==> config.mk <==
export PLATFORM = sky130hd
export DESIGN_NAME = seq_controller
export DESIGN_NICKNAME = d
export VERILOG_FILES = /design/src/rtl/seq_controller.sv
export SDC_FILE = /design/constraint.sdc
export NUM_CORES = 1
export LEC_CHECK = 0
export BUFFER_PORTS_ARGS = -buffer_cell sky130_fd_sc_hd__buf_2
export CORE_ASPECT_RATIO = 0.6
export CORE_MARGIN = 10
export CORE_UTILIZATION = 40
export DETAILED_ROUTE_END_ITERATION = 10
export GPL_TIMING_DRIVEN = 1
export MAX_ROUTING_LAYER = met4
export PLACE_DENSITY = 0.57
export SYNTH_ARGS = -nofsm -noshare
export SYNTH_HDL_FRONTEND = slang
export SYNTH_SLANG_ARGS = --single-unit
==> constraint.sdc <==
create_clock -name clock -period 2.1 [get_ports clock]
set_clock_uncertainty 0.15 [all_clocks]
set_input_delay 0.525 -clock clock [delete_from_list [all_inputs] [get_ports clock]]
set_output_delay 0.525 -clock clock [all_outputs]
set_load 0.02 [all_outputs]
==> src/rtl/seq_controller.sv <==
// One-hot phase sequencer: IDLE -> RUN (phases 1..NUM_PHASES-1, dwell cycles each) -> EN -> VALID.
// Optional macro SEQ_CONTROLLER_LOOP_EN adds a 'loop' input that restarts RUN straight from VALID.
module seq_controller #(
    parameter int unsigned NUM_PHASES = 4,
    parameter int unsigned DWELL_W    = 4
) (
    input  logic                  clock,
    input  logic                  rst_n,
    input  logic                  start,
    input  logic                  abort,
`ifdef SEQ_CONTROLLER_LOOP_EN
    input  logic                  loop,
`endif
    input  logic [DWELL_W-1:0]    dwell,
    output logic [NUM_PHASES-1:0] phase,
    output logic                  en,
    output logic                  valid,
    output logic                  busy
);

    localparam int unsigned KW = (NUM_PHASES > 2) ? $clog2(NUM_PHASES) : 1;
    localparam logic [KW-1:0] LastK = KW'(NUM_PHASES - 1);

    typedef enum logic [1:0] {StIdle, StRun, StEn, StValid} state_e;

    state_e             state_q, state_d;
    logic [KW-1:0]      k_q, k_d;
    logic [DWELL_W-1:0] cnt_q, cnt_d;
    logic [DWELL_W-1:0] dwell_q, dwell_d;
    logic [DWELL_W-1:0] dwell_eff;
    logic               loop_req;
    logic               k_invalid;

`ifdef SEQ_CONTROLLER_LOOP_EN
    assign loop_req = loop;
`else
    assign loop_req = 1'b0;
`endif

    assign dwell_eff = (dwell == '0) ? DWELL_W'(1) : dwell;
    assign k_invalid = (k_q == '0) || (32'(k_q) >= NUM_PHASES);

    // cnt holds the number of cycles still to go in the current phase, minus one
    always_comb begin
        state_d = state_q;
        k_d     = k_q;
        cnt_d   = cnt_q;
        dwell_d = dwell_q;
        case (state_q)
            StIdle: begin
                if (start && !abort) begin
                    state_d = StRun;
                    k_d     = KW'(1);
                    dwell_d = dwell_eff;
                    cnt_d   = dwell_eff - DWELL_W'(1);
                end
            end
            StRun: begin
                if (abort || k_invalid) begin
                    state_d = StIdle;
                    k_d     = '0;
                    cnt_d   = '0;
                end else if (cnt_q == '0) begin
                    if (k_q == LastK) begin
                        state_d = StEn;
                        k_d     = '0;
                    end else begin
                        k_d   = k_q + KW'(1);
                        cnt_d = dwell_q - DWELL_W'(1);
                    end
                end else begin
                    cnt_d = cnt_q - DWELL_W'(1);
                end
            end
            StEn: begin
                state_d = abort ? StIdle : StValid;
            end
            StValid: begin
                if (!abort && loop_req) begin
                    state_d = StRun;
                    k_d     = KW'(1);
                    dwell_d = dwell_eff;
                    cnt_d   = dwell_eff - DWELL_W'(1);
                end else begin
                    state_d = StIdle;
                end
            end
            default: begin
                state_d = StIdle;
                k_d     = '0;
                cnt_d   = '0;
            end
        endcase
    end

    // Outputs are registered from the next state so they depend on flops only
    always_ff @(posedge clock or negedge rst_n) begin
        if (!rst_n) begin
            state_q <= StIdle;
            k_q     <= '0;
            cnt_q   <= '0;
            dwell_q <= '0;
            phase   <= NUM_PHASES'(1);
            en      <= 1'b0;
            valid   <= 1'b0;
            busy    <= 1'b0;
        end else begin
            state_q <= state_d;
            k_q     <= k_d;
            cnt_q   <= cnt_d;
            dwell_q <= dwell_d;
            if (state_d == StIdle) begin
                phase <= NUM_PHASES'(1);
            end else if (state_d == StRun) begin
                phase <= NUM_PHASES'(1) << k_d;
            end else begin
                phase <= '0;
            end
            en    <= (state_d == StEn);
            valid <= (state_d == StValid);
            busy  <= (state_d != StIdle);
        end
    end

endmodule

======== After elaboration in Yosys (flattened, before gate mapping) ========
Cells that the tools add are included.
cells by class
  reduce and logical (&&, ||, !) cells .... 12
  equality and inequality tests ........... 9
  mux-type cells .......................... 19
  $add $sub $neg .......................... 4
  shifts and indexed selects .............. 1
operators by type and width
  kind                   count
  $mux W4                7
  $mux W2                9
  $sub A4 B1 Y4 const B  3
  $eq A2 B2 Y1 const B   5
  $logic_not A4 Y1       2
  $pmux W2 S4            1
  $pmux W4 S2            1
  $logic_not A2 Y1       3
  $eq A2 B1 Y1 const B   2
  $ne A4 B4 Y1 const B   1
  $pmux W2 S2            1
  $reduce_bool A2 Y1     2
  $shl A1 B2 Y4 const A  1
  $reduce_and A3 Y1      1
  $add A2 B1 Y2 const B  1
  $ne A2 B2 Y1 const B   1
  $reduce_and A2 Y1      1
  $logic_and A1 B1 Y1    1
  $logic_not A1 Y1       1
  $logic_or A1 B1 Y1     1
storage, ports and cells
  logic and storage cells ................. 53
  register bits after elaboration ......... 19

======== Logic depth before layout (Yosys ltp) ========
  depth in word-level cells ............... 8
  gate-level depth with buffers ........... 7

======== Worst setup path before layout ========
No wires, ideal clock.
  path kind ............................... register to register
  from .................................... register k_q[0]
  to ...................................... register cnt_q[1]
  slack ................................... 0.103 ns
  clock period less this slack ............ 1.997 ns
  stages on the path, launching flop included .. 8
  library setup time ...................... 0.125 ns
  data arrival time ....................... 1.723 ns
  path buffers ............................ 1
  cell sequence ........................... dfrtp_1 -> inv_1 -> ha_1 -> nor4b_4 -> and3_2 -> buf_6 -> or2_4 -> mux2_2
between the ends
  word-level cells in the longest chain between the ends .. 4
  elaborated cells between the ends (all ways) .. 7
  classes of those cells .................. eq/ne: 2; mux: 2; reduce/logical: 3
ends and longest elaborated chain
  item                                                        RTL line  RTL
  from (decl)                                                 27        logic [KW-1:0] k_q, k_d;
  from (signal assigned)                                      109       k_q <= k_d;
  $logic_not A2 Y1                                            41        assign k_invalid = (k_q == '0) || (32'(k_q) >= NUM_PHASES);
  $logic_or A1 B1 Y1                                          59        if (abort || k_invalid) begin
  $ne A4 B4 Y1 (no line) or $mux W4 (tied branches)           --
  $reduce_and A3 Y1 (no line) or $pmux W4 S2 (tied branches)  --
  to (signal assigned)                                        110       cnt_q <= cnt_d;
  to (decl)                                                   28        logic [DWELL_W-1:0] cnt_q, cnt_d;
Parallel ways exist; a longest one is shown, timed or not.
A chain may end at the register's enable or synchronous reset.

======== Worst setup path in the final report ========
  from .................................... register k_q[1]
  to ...................................... register cnt_q[1]
The elaborated chain is that of the path after synthesis.

==> results.yml <==
clocking:
  clockRootBuffer: "clkbuf_8"
  post_cts_buffers: 0
  cts_resized: 0
  htree_num_levels: 1
  cts_buffers: 3
  path_clk_slew_ps: 80
  cts_tree: "yes"
  clock_latency_ps: 260
  clockBufferDepth: 2
  cts.hold.buffers_added: 0
  clock_sinks: 19
yosys:
  ys_top_cells_by_area: "dfrtp_1 (43%), ha_1 (4.8%), o21ai_0 (4.3%), nand2_1 (4.0%), nor2_1 (3.2%)"
  syn_inst: 103
  synth_sequential_area_ratio_pct: 45.6
  ys_ff_latch: 19
  avgSynthCellArea_sq_um: 10.1
  syn_area_sq_mm: 0.00104
  yosysWarnings: 0
  yosysTopAreaCellShare_pct: 43.1
  yosysTopAreaCell: "dfrtp_1"
  synth_cell_types: 37
  syn_nets: 115
sta:
  hold_violations: 0
  slew_headroom_pct: 64.6
  max_freq_mhz: 500
  max_slew.worst_pin.slew_ps: 524
  finalSetupTns_ps: 0
  final_max_slew_viol_count: 0
  period_minus_slack_ps: 2000
  rsz0062_at_grt: "false"
  fin_crit_sh_pct: 95.3
  setup_viol: 0
layout:
  final_cells: 157
  synthToLayoutAreaGrowth_pct: 17.5
  n_antenna_cell: 0
  final_nets: 138
  most-common-layout-cells: "dfrtp_1 (18), buf_2 (14), nand2_1 (11), nor2_1 (9), o21ai_0 (9)"
  final_common_cell: "dfrtp_1"
  final_layout_size_suffix_gt1_share_pct: 28.0
routing:
  drc: 0
  wl_met3_microns: 118
  wl_met2_microns: 1050
  vias: 853
  wl_met1_microns: 1320
  top_layer: "met4"
  initialDrtViolationCount: 101
  wl_per_cell_microns: 16.0
  routed_via_density: 5.43
  drtPass1Iterations: 4
  ant_nets: 0
  drt-total-wl_microns: 2510
floorplanning:
  die_h_microns: 59.6
  io_pins: 15
  die_area_sq_mm: 0.00512
  core_sq_mm: 0.00250
  dieWidth_microns: 86.0
  start_util_pct: 41.7
  rows: 14
placement:
  place_inst: 153
  routabilityCongestion: 0.840
  port_buffers: 14
  dp_hpwl_microns: 1900
worst_hold_path:
  worst_hold_path_type: "input pin to async pin"
grt:
  grt_max_degree: 20
  grt-ovfl-total: 0
  grt_pass1_vias: 844
  antenna_found_initial: 0
  grt_pass1_wl_microns: 4290
  grt_usage_pct: 11.0
status:
  status: "complete, no violations"
worst_setup_path:
  crit_arrival_ps: 2060
  worst_setup_path_end_kind: "flop"
  path_max_fanout: 4
  setup.worst_path.class: "flop to flop"
  critPathRequiredTime_ps: 2150
  worstSetupStartpointType: "flop"
run:
  maxCapViolCount: 0
power_and_ir_drop:
  powerDensity_mw_per_mm2: 979
  clockPowerShare_pct: 22.1
  p_leak_nw: 0.586
  pwr-share-comb_pct: 34.9
  peakVddDrop_mv: 0.312
  p_sw_mw: 0.448
  power_frac_seq_pct: 43.0
  internal_power_mw: 0.754
  switching_share_pct: 37.3
-- cell usage after synthesis --
cell type,number
nor4b_4,1
a22oi_1,2
or2_4,1
or4_4,1
nor3_1,4
o31ai_1,2
o21bai_1,1
a31oi_1,2
mux2i_1,2
and2_1,1
dfstp_2,1
a32oi_2,1
xor2_1,2
or4b_2,1
o21ai_2,1
and3_2,1
o311a_1,1
a211oi_1,1
nand2b_1,3
mux2_2,1
o21ai_0,9
nand3b_1,1
o211ai_1,1
nor4_4,1
or2_2,1
buf_6,1
ha_1,4
o22ai_1,1
inv_2,1
nand2_1,11
nor4b_1,2
nor2b_1,2
a21oi_1,4
inv_1,5
a41oi_1,2
dfrtp_1,18
nor2_1,9
-- final timing paths --
check	from	to	slack, ps	cells past startpoint
worst max-delay path	k_q[1]	cnt_q[1]	100	5
worst min-delay path	rst_n	dwell_q[1]	40	1
worst max register to register	k_q[1]	cnt_q[1]	100	5
worst min register to register	dwell_q[2]	dwell_q[2]	370	2
max in group asynchronous	rst_n	phase[0]	1420	1
min in group clock	dwell[2]	dwell_q[2]	360	3
-- logic make-up after synthesis --
family / count (synthesis) / share of synthesized area (%)
DFF: 19 / 45.6
AOI/OAI and AO/OA: 28 / 18.1
and+or+nand+nor: 40 / 23.6
xor gates and xnor gates: 2 / 1.68
buffers and inverters: 7 / 3.23
muxes: 3 / 2.99
adders and majority gates: 4 / 4.79
-- power groups by stage --
stage	Sequential [mW]	Combinational [mW]	Clock (mW)
floorplan	0.523	0.272	0
global placement	0.521	0.409	0
detailed placement	0.523	0.414	0
CTS	0.517	0.417	0.270
global route	0.527	0.469	0.291
finish	0.517	0.420	0.265
-- area by class of cell --
class	count	area, sq um
Clock buffer	3	41.3
Tap cell	32	40.0
Clock inverter	1	5.00
Inverter	6	22.5
Sequential cell	19	477
Multi-Input combinational cell	77	534
Timing Repair Buffer	19	108
Fill cell	234	1280
-- flip-flops by register name, indices dropped and copies added (netlist names) --
name and count:
dwell_q 4, state_q 2, cnt_q 4, en 1, busy 1, phase 4, k_q 2, valid 1
-- worst max-delay path, stage by stage, from the launching register on --
cell	delay [ps]
dfrtp_1	390
inv_1	70
ha_1	230
or4b_2	700
o22ai_1	200
mux2_2	180
-- per-stage QoR --
stage / cell area [sq um] / hold slack, ps / worst slack [ps] / util (%) / total power [mW]
finish: 1230 / 37.5 / 99.0 / 49.0 / 1.20
floorplan: 1040 / 79.4 / 103 / - / 0.795
detailed placement: 1180 / 348 / 91.6 / 47.2 / 0.937
CTS: 1230 / 57.9 / 107 / 49.0 / 1.20
global route: 1230 / 71.6 / 18.2 / 49.0 / 1.29
global placement: 1180 / 336 / 116 / 47.2 / 0.930
-- per-layer routing --
metal | vias up | global-route usage (%)
li1 | 417 | -
met1 | 409 | 15.0
met2 | 23 | 14.6
met3 | 4 | 4.40
met4 | 0 | 2.80
met5 | - | -
Power figures use the tool's default switching activity.
